`config.mk`:
```
export PLATFORM = sky130hd
export DESIGN_NAME = systolic_result_writeback
export DESIGN_NICKNAME = d
export VERILOG_FILES = /design/src/rtl/systolic_result_writeback.sv
export SDC_FILE = /design/constraint.sdc
export NUM_CORES = 1
export LEC_CHECK = 0
export CAP_MARGIN = 20
export CORE_MARGIN = 10
export CORE_UTILIZATION = 57
export CTS_CLUSTER_SIZE = 25
export DETAILED_ROUTE_END_ITERATION = 8
export MAX_ROUTING_LAYER = met4
export PLACE_DENSITY = 0.84
export SLEW_MARGIN = 10
export SYNTH_ARGS = -nofsm -noshare
export SYNTH_HDL_FRONTEND = slang
export SYNTH_SLANG_ARGS = --single-unit
```
`constraint.sdc`:
```
create_clock -name clk -period 10.2 [get_ports clk]
set_input_delay 2.04 -clock clk [delete_from_list [all_inputs] [get_ports clk]]
set_output_delay 2.04 -clock clk [all_outputs]
set_load 0.01 [all_outputs]
```
`src/rtl/systolic_result_writeback.sv`:
```
`default_nettype none
// ---------------------------------------------------------------------------
// systolic_result_writeback : saturates controller result rows, buffers them in
// a small FIFO and commits them to the output SRAM over a req/gnt handshake.
// Revision: 1.0
// ---------------------------------------------------------------------------
module systolic_result_writeback #(
  parameter int LANES      = 4,
  parameter int ACC_W      = 20,
  parameter int OUT_W      = 8,
  parameter int ADDR_W     = 10,
  parameter int FIFO_DEPTH = 4
) (
  input  logic                     clk,
  input  logic                     srstn,
  input  logic                     wb_start,
  input  logic [ADDR_W-1:0]        base_addr,
  input  logic                     wr_valid,
  input  logic [5:0]               matrix_index,
  input  logic [1:0]               data_set,
  input  logic [LANES*ACC_W-1:0]   row_data,
  input  logic                     tpu_done,
  output logic                     sram_req,
  output logic [ADDR_W-1:0]        sram_addr,
  output logic [LANES*OUT_W-1:0]   sram_wdata,
  input  logic                     sram_gnt,
  output logic                     wb_done,
  output logic                     overflow,
  output logic [8:0]               write_count
);

  localparam int              PTR_W    = $clog2(FIFO_DEPTH);
  localparam int              DATA_W   = LANES * OUT_W;
  localparam logic [PTR_W:0]  FULL_CNT = (PTR_W + 1)'(FIFO_DEPTH);
  localparam logic [1:0]      IDLE     = 2'd0;
  localparam logic [1:0]      ACTIVE   = 2'd1;
  localparam logic [1:0]      DRAIN    = 2'd2;

  logic [1:0]        state;
  logic [1:0]        next_state;
  logic              done_set;
  logic [ADDR_W-1:0] base_reg;

  logic              s1_valid;
  logic [ADDR_W-1:0] s1_addr;
  logic [DATA_W-1:0] s1_data;
  logic [DATA_W-1:0] sat_data;
  logic [ADDR_W-1:0] row_addr;

  logic [ADDR_W-1:0] fifo_addr [FIFO_DEPTH];
  logic [DATA_W-1:0] fifo_data [FIFO_DEPTH];
  logic [PTR_W-1:0]  rd_ptr;
  logic [PTR_W-1:0]  wr_ptr;
  logic [PTR_W:0]    count;

  logic capture;
  logic push;
  logic push_ok;
  logic pop;
  logic fifo_empty;

  // A lane fits when every bit above the output sign bit equals that sign bit
  for (genvar i = 0; i < LANES; i++) begin : g_lane
    logic [ACC_W-1:0]     lane;
    logic [ACC_W-OUT_W:0] hi;
    assign lane = row_data[i*ACC_W +: ACC_W];
    assign hi   = lane[ACC_W-1:OUT_W-1];
    assign sat_data[i*OUT_W +: OUT_W] =
        ((hi == '0) || (hi == '1)) ? lane[OUT_W-1:0] :
        (lane[ACC_W-1] ? {1'b1, {(OUT_W-1){1'b0}}} : {1'b0, {(OUT_W-1){1'b1}}});
  end

  assign row_addr   = base_reg + ADDR_W'({data_set, matrix_index});
  assign capture    = wr_valid && (state != IDLE) && !wb_start;
  assign fifo_empty = (count == '0);
  assign pop        = !fifo_empty && sram_gnt;
  assign push       = s1_valid && !wb_start;
  assign push_ok    = push && ((count != FULL_CNT) || pop);

  assign sram_req   = !fifo_empty;
  assign sram_addr  = fifo_empty ? '0 : fifo_addr[rd_ptr];
  assign sram_wdata = fifo_empty ? '0 : fifo_data[rd_ptr];

  always_ff @(posedge clk) begin
    if (!srstn) begin
      state <= IDLE;
    end else begin
      state <= next_state;
    end
  end

  always_comb begin
    next_state = state;
    if (wb_start) begin
      next_state = ACTIVE;
    end else begin
      case (state)
        ACTIVE:  if (tpu_done) next_state = DRAIN;
        DRAIN:   if (fifo_empty && !s1_valid) next_state = IDLE;
        default: next_state = IDLE;
      endcase
    end
  end

  always_comb begin
    done_set = (state == DRAIN) && fifo_empty && !s1_valid && !wb_start;
  end

  always_ff @(posedge clk) begin
    if (!srstn) begin
      wb_done  <= 1'b0;
      base_reg <= '0;
    end else begin
      wb_done <= done_set;
      if (wb_start) base_reg <= base_addr;
    end
  end

  always_ff @(posedge clk) begin
    if (!srstn || wb_start) begin
      s1_valid <= 1'b0;
    end else begin
      s1_valid <= capture;
    end
  end

  always_ff @(posedge clk) begin
    if (capture) begin
      s1_addr <= row_addr;
      s1_data <= sat_data;
    end
  end

  always_ff @(posedge clk) begin
    if (!srstn || wb_start) begin
      rd_ptr <= '0;
      wr_ptr <= '0;
      count  <= '0;
    end else begin
      if (pop)     rd_ptr <= rd_ptr + 1'b1;
      if (push_ok) wr_ptr <= wr_ptr + 1'b1;
      case ({push_ok, pop})
        2'b10:   count <= count + 1'b1;
        2'b01:   count <= count - 1'b1;
        default: count <= count;
      endcase
    end
  end

  always_ff @(posedge clk) begin
    if (push_ok) begin
      fifo_addr[wr_ptr] <= s1_addr;
      fifo_data[wr_ptr] <= s1_data;
    end
  end

  always_ff @(posedge clk) begin
    if (!srstn || wb_start) begin
      overflow    <= 1'b0;
      write_count <= '0;
    end else begin
      if (push && !push_ok) overflow <= 1'b1;
      if (pop && (write_count != 9'h1FF)) write_count <= write_count + 1'b1;
    end
  end

endmodule
`default_nettype wire

```
After elaboration in Yosys (flattened, before gate mapping) --
Memories as Yosys holds them, arrays and structs flattened. A register that Yosys moved wholly into a read port is not among the register bits. Index checks and enable logic that the tools add are counted.
Cells by class: add/subtract/negate cells 6, eq/ne operators 14, muxes and demuxes 21, bitwise logic cells 1, reductions and logical operators 32
Operator list (count):
- two-way mux 8 bit | 8
- equality test 13 bit, second input constant | 4
- logical NOT 13 bit | 4
- two-way mux 32 bit | 1
- two-way mux 2 bit | 6
- logical AND 1 bit | 11
- adder 10 x 8 -> 10 bit | 1
- two-way mux 10 bit | 1
- adder 9 x 1 -> 9 bit, second input constant | 1
- inequality test 3 bit, second input constant | 3
- inequality test 9 bit, second input constant | 1
- logical OR 1 bit | 6
- case mux 3 bit (2 select lines) | 1
- logical NOT 1 bit | 5
- adder 2 x 1 -> 2 bit, second input constant | 2
- equality test 2 x 1 -> 1 bit, second input constant | 2
- equality test 2 bit, second input constant | 2
- inequality test 2 bit, second input constant | 2
- case mux 2 bit (2 select lines) | 1
- AND reduction 2 bit | 2
- nonzero test 2 bit | 2
- adder 3 x 1 -> 3 bit, second input constant | 1
- logical NOT 3 bit | 1
- two-way mux 1 bit | 3
- 3 further kinds | 3
Word-level totals: flip-flop bits (word level) 73, memory bits (writable) 168, input port bits 104, output and inout bits 54, logic and storage cells 88, memories 2
Memory list:
- fifo_data | words 4, bits a word 32, rd ports 1, clocked after Yosys merged registers in 1, write ports 1, line 51 | logic [DATA_W-1:0] fifo_data [FIFO_DEPTH];
- fifo_addr | words 4, bits a word 10, rd ports 1, clocked after Yosys merged registers in 1, write ports 1, line 50 | logic [ADDR_W-1:0] fifo_addr [FIFO_DEPTH];

Depth between registers and ports, before layout --
Gate-level depths: netlist of the first run.
depth in word-level cells 7, mapped depth 8, depth with buffers taken out 8

Least setup slack after synthesis of the first run --
OpenSTA, ideal clock, no wires.
path type input port to flip-flop, from input wb_start, to register s1_addr[0] (enable), setup time 0.504 ns, data arrival time 5.558 ns, data required time 9.696 ns, slack 4.138 ns, stages on the path 3, path buffers 2, path through buf_4 > buf_2 > nor3b_1
On the way: longest elaborated chain between the ends 2
Ends and longest elaborated chain:
- start: declaration | line 16 | input logic wb_start,
- logical NOT 1 bit | line 74 | assign capture = wr_valid && (state != IDLE) && !wb_start;
- logical AND 1 bit | line 74
- net capture | line 56 | logic capture;
- end signal: assignment | line 129 | s1_addr <= row_addr;
- end: declaration | line 45 | logic [ADDR_W-1:0] s1_addr;
The timed path passes the listed nets, and every way through them passes these cells. A chain may end at the register's enable or synchronous reset.

==> results.cfg, run 1 <==
[clock_network]
cts_resized = 0
postCtsHoldBufs = 0
cts_setup_buffers = 0
cts_root_buf = clkbuf_16
cts.reportedPaths.clkPinSlew_ns = 0.06
htree_levels = 1
cts_made_buffers = 23
max-clock-path-buffers = 3
cts_sinks = 243
clk-insertion-delay-late_ns = 0.50
cts_tree = built

[die]
placement_rows = 48
io_pins = 158
dieArea_um2 = 23400
die_x_um = 153
fp.coreArea_um2 = 17300
start_util = 0.582
die_y_um = 153

[critical_path]
crit_buf_inv = 1
start_kind = flip-flop
r2r_start = count[2]
path_delay_family = flip-flops
arrival_ns = 2.74
crit_required_ns = 8.16
critPathCaptureType = output port
crit_fanout = 42
slowest_delay_ns = 0.91
slowest_stage = dfxtp_4
critPathKind = reg2out
crit_path_cell_trace = mux4_2, and2_1, clkdlybuf4s50_1
r2r_slack_ns = 8.04

[sta]
max-slew-margin-rel = 0.433
finalHoldViolCount = 0
fin_crit_sh = 0.468
drv_slew = 0
setup_violations = 0
fmax_mhz = 209
rsz0062_at_grt = false
clock_skew_ns = 0.00870
tightest_slew_ns = 0.850
tns_ns = 0
period_needed_ns = 4.78

[hold_path]
hold_class = reg2reg
min_from = s1_valid

[job]
maxCapViolations = 0

[logic_synthesis]
synth-adder-area-share = 0.0214
yosysTopAreaCellShare = 0.627
yosysWarnings = 0
async_flop_share = 0
synth_top_family_by_area = simple AND/OR/NAND/NOR gates
synthXorXnorAreaFrac = 0.0157
syn-num-nets = 753
ys_top_cells_by_area = edfxtp_1, mux4_2, dfxtp_1
netlist_area_um2 = 10100
synth.most_common_cell = edfxtp_1
synth_cell_types = 44
yosysTopAreaCell = edfxtp_1
syn_avg_cell_area_um2 = 15.9
synth-seq-cells = 243
synth_edf_count = 210
synth_compound_area_frac = 0.0348
synth_mux_area_frac = 0.106
synthTopCellsByCount = edfxtp_1, nor2_1, and2_1, mux4_2, nand2_1
synth-main-ff-cell = edfxtp_1
ys_seq_area_frac = 0.692
syn_inst = 633
synthSimpleGateAreaFrac = 0.112

[power_and_ir_drop]
p_switching_mw = 0.389
peakVddDrop_uv = 115
power.internal_mw = 1.58
power_mw = 1.97
p_per_area_nw_per_um2 = 156
seqPwrFrac = 0.554
p_clk_frac = 0.398
pwr-share-comb = 0.048
p_leak_nw = 4.12
swShare = 0.198

[global_route]
grt_pass1_vias = 6136
grt_start_max_net_pins = 45
overflow = 0
grt_pass1_wl_um = 33500
grt_usage = 0.182
antenna_found_initial = 0

[outcome]
status = finished, final reports clean

[routing]
post_drt_wl_per_cell_um = 21.0
wl_met2_um = 11300
ant_nets = 0
routed_wl_um = 21800
drc_errors = 0
dr_total_vias = 5949
wirelength_met1_um = 8520
highest_layer = met4
via_per_inst = 5.75
firstDrtPassIters = 6
dr.first_iter.drc_count = 436
dr_wl_met3_um = 1380

[layout]
top_register = fifo_data
reg.largest.list = fifo_data (128), fifo_addr (40), s1_data (32)
diodes = 0
layout-drive-gt1-share = 0.121
largest_reg_flops = 128
regArea_um2 = 6970
finalNetCount = 914
fill_cells = 1004
area_growth_pct = 25.0
multi_input_area_um2 = 2930

[placed_design]
globalplace.congestion = 0.859
dp_hpwl_um = 13600
numPortBuffers = 157
## worst reg2reg max path, cell delays in order, from the launching register on
cell	delay, ns
dfxtp_1	0.38
o31ai_4	0.45
nor2_2	0.09
fa_1	0.44
or3_1	0.39
a21o_1	0.18
a31oi_1	0.14
## area by class of cell
cell class,count,area share
Clock inverter,7,0.00288
Tap cell,225,0.0224
Timing Repair Buffer,164,0.134
Multi-Input combinational cell,355,0.233
Inverter,7,0.00209
Clock buffer,34,0.0515
Sequential cell,243,0.554
## cell families after synthesis
group,Yosys count
XOR/XNOR,18
AO/OA/AOI/OAI,57
flip-flops,243
buffers and inverters,35
adder cells (fa/ha/maj),16
multiplexers,54
AND/OR/NAND/NOR,210
## per-layer routing
layer / vias to the layer above / global-route usage
li1: 2733 / -
met1: 2945 / 0.215
met2: 233 / 0.311
met3: 38 / 0.0348
met4: 0 / 0.0540
met5: - / -
## power by group through the flow
| stage | registers, mW | clock network [mW] | logic, mW |
|---|---|---|---|
| 2_1_floorplan | 1.11 | 0 | 0.0382 |
| 3_3_place_gp | 1.11 | 0 | 0.0890 |
| 3_5_place_dp | 1.11 | 0 | 0.0922 |
| 4_1_cts | 1.09 | 0.796 | 0.0936 |
| 5_1_grt | 1.09 | 0.836 | 0.101 |
| 6_report | 1.09 | 0.783 | 0.0939 |
## placed cells by master, fill, tap and decap left out, types with 12 or more instances in the layout
master,Yosys,layout
a21oi_1,36,36
and2_1,47,43
clkbuf_16,0,24
clkdlybuf4s50_1,0,157
dfxtp_1,33,31
edfxtp_1,210,210
ha_1,14,14
mux2i_1,12,12
mux4_2,42,42
nand2_1,39,39
nand3_1,15,15
nor2_1,54,54
nor2b_1,13,13
nor4_1,13,13
## final timing paths
check | to | cells after the start
hold reg to reg | wb_done | 1
hold / removal | wb_done | 1
setup reg to reg | count[2] | 6
setup / recovery | sram_addr[4] | 3
## metrics by stage
step	hold slack (ns)	area, um^2	instances	setup WS (ns)	utilization
2_1_floorplan	0.458	10100	633	4.14	-
3_3_place_gp	0.465	11800	989	5.33	0.682
3_5_place_dp	0.486	11800	989	5.19	0.682
4_1_cts	0.497	12500	1030	5.35	0.721
5_1_grt	0.516	12600	1035	5.26	0.727
6_report	0.488	12600	1035	5.42	0.727
No activity file was read; power rests on OpenSTA's default activity.
==> run 2: changes to the inputs <==
--- a/config.mk
+++ b/config.mk
@@ -7,11 +7,11 @@
 export LEC_CHECK = 0
 export CAP_MARGIN = 20
 export CORE_MARGIN = 10
-export CORE_UTILIZATION = 57
+export CORE_UTILIZATION = 54
 export CTS_CLUSTER_SIZE = 25
 export DETAILED_ROUTE_END_ITERATION = 8
 export MAX_ROUTING_LAYER = met4
-export PLACE_DENSITY = 0.84
+export PLACE_DENSITY = 0.8
 export SLEW_MARGIN = 10
 export SYNTH_ARGS = -nofsm -noshare
 export SYNTH_HDL_FRONTEND = slang
==> constraint.sdc (replaced) <==
create_clock -name clk -period 5 [get_ports clk]
set_input_delay 1 -clock clk [delete_from_list [all_inputs] [get_ports clk]]
set_output_delay 1 -clock clk [all_outputs]
set_load 0.01 [all_outputs]
==> run 2 against run 1 <==
Worst hold slack lost 0.017 ns. Sequential power grew 100%. Non-clock buffer count grew 1. Global-route usage grew 0.28 points. Core utilization shrank 3.0 points. Sequential cell count is the same. Critical path type unchanged. Critical endpoint is now sram_wdata[13]. Largest cell class unchanged.
==> results.cfg, run 2 (same netlist as run 1, synthesis figures left out) <==
[outcome]
status = finished, final reports clean

[critical_path]
r2r_start = count[0]
arrival_ns = 2.83
rr_worst_depth = 6
crit_path_cell_trace = or3_1, buf_4, and2_1, clkdlybuf4s50_1
start_kind = flip-flop
critPathCaptureType = output port
slowest_delay_ns = 0.65
crit_required_ns = 4.00
r2r_slack_ns = 2.66
slowest_stage = or3_1
crit_fanout = 24
regToRegEndpoint = count[1]
critPathKind = reg2out
crit_buf_inv = 2
path_delay_family = buffers and inverters

[layout]
finalNetCount = 916
post-route-util = 0.697
reg.largest.list = fifo_data (128), fifo_addr (40), s1_data (32)
layout_common_cells = edfxtp_1, clkdlybuf4s50_1, nor2_1
fill_cells = 1151
top_register = fifo_data
final_common_cell = edfxtp_1
layout-drive-gt1-share = 0.129
largest_reg_flops = 128
area_growth_pct = 25.8
diodes = 0

[clock_network]
cts.reportedPaths.clkPinSlew_ns = 0.06
cts_root_buf = clkbuf_16
clk-insertion-delay-late_ns = 0.52
max-clock-path-buffers = 3
htree_levels = 1
cts_resized = 0
cts_sinks = 243
postCtsHoldBufs = 0
cts_tree = built
cts_made_buffers = 24
cts_setup_buffers = 0

[die]
placement_rows = 49
die_x_um = 156
start_util = 0.554
dieArea_um2 = 24500
fp.coreArea_um2 = 18100
die_y_um = 156
io_pins = 158

[sta]
setup_violations = 0
max-slew-margin-rel = 0.433
clock_skew_ns = 0.00793
finalHoldViolCount = 0
tns_ns = 0
fin_crit_sh = 0.767
period_needed_ns = 3.83
tightest_slew_ns = 0.850
fmax_mhz = 261
drv_slew = 0
rsz0062_at_grt = false
whs_ns = 0.471

[routing]
ant_nets = 0
dr_total_vias = 5935
via_per_inst = 5.69
routed_wl_um = 22100
post_drt_wl_per_cell_um = 21.2
drc_errors = 0
firstDrtPassIters = 5
dr.first_iter.drc_count = 447

[global_route]
grt_usage = 0.185
antenna_found_initial = 0
overflow = 0
grt_pass1_vias = 6424
grt_pass1_wl_um = 34700
grt_start_max_net_pins = 44

[hold_path]
hold_end = overflow
holdPathStages = 2
hold_class = reg2reg
min_from = overflow

[job]
maxCapViolations = 0

[placed_design]
globalplace.congestion = 0.821
numPortBuffers = 157
dp_hpwl_um = 14200

[power_and_ir_drop]
p_per_area_nw_per_um2 = 321
p_leak_nw = 4.16
peakVddDrop_uv = 267
## run 2: how the worst max path moves through the flow
| stage | start | to | slack [ns] | depth (start not counted) |
|---|---|---|---|---|
| 3_5_place_dp | wb_start | fifo_data[3][12] | 1.45 | 5 |
| 2_1_floorplan | wb_start | s1_addr[0] | 1.49 | 3 |
| 5_1_grt | count[0] | sram_wdata[13] | 0.96 | 4 |
| 4_1_cts | count[0] | sram_wdata[13] | 1.08 | 4 |
| 6_report | count[0] | sram_wdata[13] | 1.17 | 4 |
| 3_3_place_gp | wb_start | fifo_data[1][17] | 1.50 | 5 |
## run 2: cell type report
cell class              instances  area [um^2]  share of cell area
repair buffers                165         1720               0.136
multi-input cells             355         2940               0.232
flip-flops and latches        243         6970               0.551
clock inverters                15         76.3             0.00603
well taps                     229          287              0.0226
inverters                       7         26.3             0.00208
clock buffers                  29          641              0.0506
## run 2: worst min-delay path: cells and delay by family, from the launching register on
kind	cells	cell delay (ns)
AOI/OAI and AO/OA	1	0.04
DFF	1	0.33
and+or+nand+nor	1	0.07
## run 2: report_power, final
part / internal (mW) / leakage (nW) / switching, mW / total [mW]
Clock: 0.914 / 0.359 / 0.737 / 1.65
Sequential: 2.21 / 2.16 / 0.0140 / 2.22
Combinational: 0.113 / 1.64 / 0.0794 / 0.192
## run 2: metrics by stage
stage	cells	cell area [um^2]	setup WS [ns]	total power [mW]
final	1043	12700	1.17	4.07
after global routing	1043	12700	0.957	4.18
after CTS	1038	12500	1.08	4.09
after detailed placement	994	11800	1.45	2.46
after global placement	994	11800	1.50	2.45
after floorplan	633	10100	1.49	2.34
## run 2: metal layers
layer  routed length (um)  track usage
met4                  528       0.0508
met2                11600        0.320
met5                    0            -
met3                 1280       0.0334
met1                 8760        0.218
==> run 3: changes to the inputs <==
--- a/config.mk
+++ b/config.mk
@@ -7,11 +7,11 @@
 export LEC_CHECK = 0
 export CAP_MARGIN = 20
 export CORE_MARGIN = 10
-export CORE_UTILIZATION = 54
+export CORE_UTILIZATION = 49
 export CTS_CLUSTER_SIZE = 25
 export DETAILED_ROUTE_END_ITERATION = 8
 export MAX_ROUTING_LAYER = met4
-export PLACE_DENSITY = 0.8
+export PLACE_DENSITY = 0.77
 export SLEW_MARGIN = 10
 export SYNTH_ARGS = -nofsm -noshare
 export SYNTH_HDL_FRONTEND = slang
==> constraint.sdc (replaced) <==
create_clock -name clk -period 3.09 [get_ports clk]
set_input_delay 0.618 -clock clk [delete_from_list [all_inputs] [get_ports clk]]
set_output_delay 0.618 -clock clk [all_outputs]
set_load 0.01 [all_outputs]
==> run 3 against run 2 <==
Core utilization down 6.1 points. Cell count rose by 4.6%. Clock skew is essentially flat. Sequential share of layout area shrank 0.97 points. Combinational power increased by 64%. Worst hold slack improved by 0.019 ns. Largest cell class unchanged. Largest power group unchanged.
==> results.cfg, run 3 (same netlist as run 1, synthesis figures left out) <==
[global_route]
grt_pass1_vias = 6268
grt_pass1_wl_um = 32900
grt_use_met1 = 0.186
overflow = 0
grt_use_met3 = 0.0269
grt_use_met2 = 0.277
grt_start_max_net_pins = 45
top_usage_layer = met2
grt_usage = 0.158
antenna_found_initial = 0

[outcome]
status = finished, final reports clean

[job]
maxCapViolations = 0

[sta]
max-slew-margin-rel = 0.501
period_needed_ns = 2.95
setup_violations = 0
finalHoldViolCount = 0
whs_ns = 0.490
fmax_mhz = 339
rsz0062_at_grt = false
tightest_slew_ns = 0.749
clock_skew_ns = 0.00830
drv_slew = 0
fin_crit_sh = 0.956
tns_ns = 0

[layout]
fill_cells = 1436
final_common_cell = edfxtp_1
layout_common_cells = edfxtp_1, clkdlybuf4s50_1, nor2_1
finalNetCount = 925
layout-drive-gt1-share = 0.136
top_register = fifo_data
reg.largest.list = fifo_data (128), fifo_addr (40), s1_data (32)
largest_reg_flops = 128
diodes = 0
post-route-util = 0.637
area_growth_pct = 28.0

[hold_path]
hold_class = reg2reg
min_from = s1_valid

[critical_path]
crit_required_ns = 2.47
critPathKind = reg2out
critPathLaunch = count[2]
rr_worst_depth = 6
critPathCaptureType = output port
arrival_ns = 2.33
r2r_slack_ns = 0.93
start_kind = flip-flop
r2r_start = count[2]
crit_fanout = 44
endpoint = sram_addr[5]
regToRegEndpoint = count[2]

[clock_network]
max-clock-path-buffers = 3
postCtsHoldBufs = 0
clk-insertion-delay-late_ns = 0.50
cts_sinks = 243
htree_levels = 1
cts.reportedPaths.clkPinSlew_ns = 0.06
cts_tree = built
cts_made_buffers = 24
cts_root_buf = clkbuf_16

[routing]
dr.first_iter.drc_count = 367
ant_nets = 0
post_drt_wl_per_cell_um = 18.9
drc_errors = 0
firstDrtPassIters = 5
routed_wl_um = 20600
dr_total_vias = 5824
via_per_inst = 5.34

[die]
die_x_um = 163
placement_rows = 52
start_util = 0.497
fp.coreArea_um2 = 20200
die_y_um = 163
io_pins = 158
dieArea_um2 = 26700

[placed_design]
dp_hpwl_um = 14300
globalplace.congestion = 0.908
numPortBuffers = 157

[power_and_ir_drop]
peakVddDrop_uv = 361
p_per_area_nw_per_um2 = 535
p_leak_nw = 4.24
==> run 3: cell count changes in the layout (fill, tap and decap cells not counted) <==
cell	before	now
buf_12	2	7
buf_16	3	0
buf_4	3	10
bufinv_16	0	4
clkbuf_1	4	7
clkbuf_8	0	2
clkinv_1	4	1
clkinv_2	9	1
clkinvlp_4	1	2
inv_6	1	0
==> run 3: worst min-delay path by stage <==
stage / endpoint / slack (ns) / cells after the start
6_report: wb_done / 0.49 / 1
5_1_grt: wb_done / 0.51 / 1
4_1_cts: fifo_addr[1][3] / 0.49 / 0
3_5_place_dp: fifo_data[0][22] / 0.48 / 0
3_3_place_gp: fifo_addr[2][0] / 0.46 / 0
2_1_floorplan: wb_done / 0.46 / 1
==> run 3: routing by layer <==
| layer | part of all wire | vias to the layer above |
|---|---|---|
| met3 | 0.052 | 32 |
| met5 | 0 | - |
| met1 | 0.40 | 2879 |
| met2 | 0.53 | 165 |
| li1 | - | 2748 |
| met4 | 0.019 | 0 |
==> run 3: report_power, final <==
part           internal, mW  total (mW)  switching [mW]
Clock                  1.86        2.98            1.12
Combinational         0.184       0.314           0.131
Sequential             3.57        3.60          0.0207
Total                  5.62        6.89            1.27
==> run 3: worst max-delay path, stage by stage (launching register included) <==
cell and delay, ns:
dfxtp_1 0.39, or3_1 0.51, buf_12 0.23, and2_1 0.20, clkdlybuf4s50_1 0.50
==> run 3: final cells by class <==
| cell class | count | area (um^2) | share of cell area |
|---|---|---|---|
| flip-flops and latches | 243 | 6970 | 0.541 |
| multi-input cells | 355 | 2940 | 0.228 |
| repair buffers | 174 | 1790 | 0.139 |
| clock buffers | 34 | 679 | 0.0527 |
| well taps | 270 | 338 | 0.0262 |
| clock inverters | 8 | 144 | 0.0112 |
| inverters | 7 | 26.3 | 0.00204 |
==> run 3: repair_timing <==
action | in CTS | in global routing
resized for setup | 1 | 3
endpoints found under the hold margin | 0 | 0
setup endpoints to repair | 12 | 6
cloned | 0 | 0
buffers inserted | 1 | 0
==> run 3: metrics by stage <==
stage	power, mW	instance area [um^2]	instances	setup WS [ns]
finish	6.89	12900	1091	0.137
floorplan	3.79	10100	633	0.413
global placement	3.97	12000	1048	0.426
detailed placement	3.98	12000	1048	0.389
CTS	6.96	12900	1091	0.0499
global route	7.12	12900	1091	0.0390
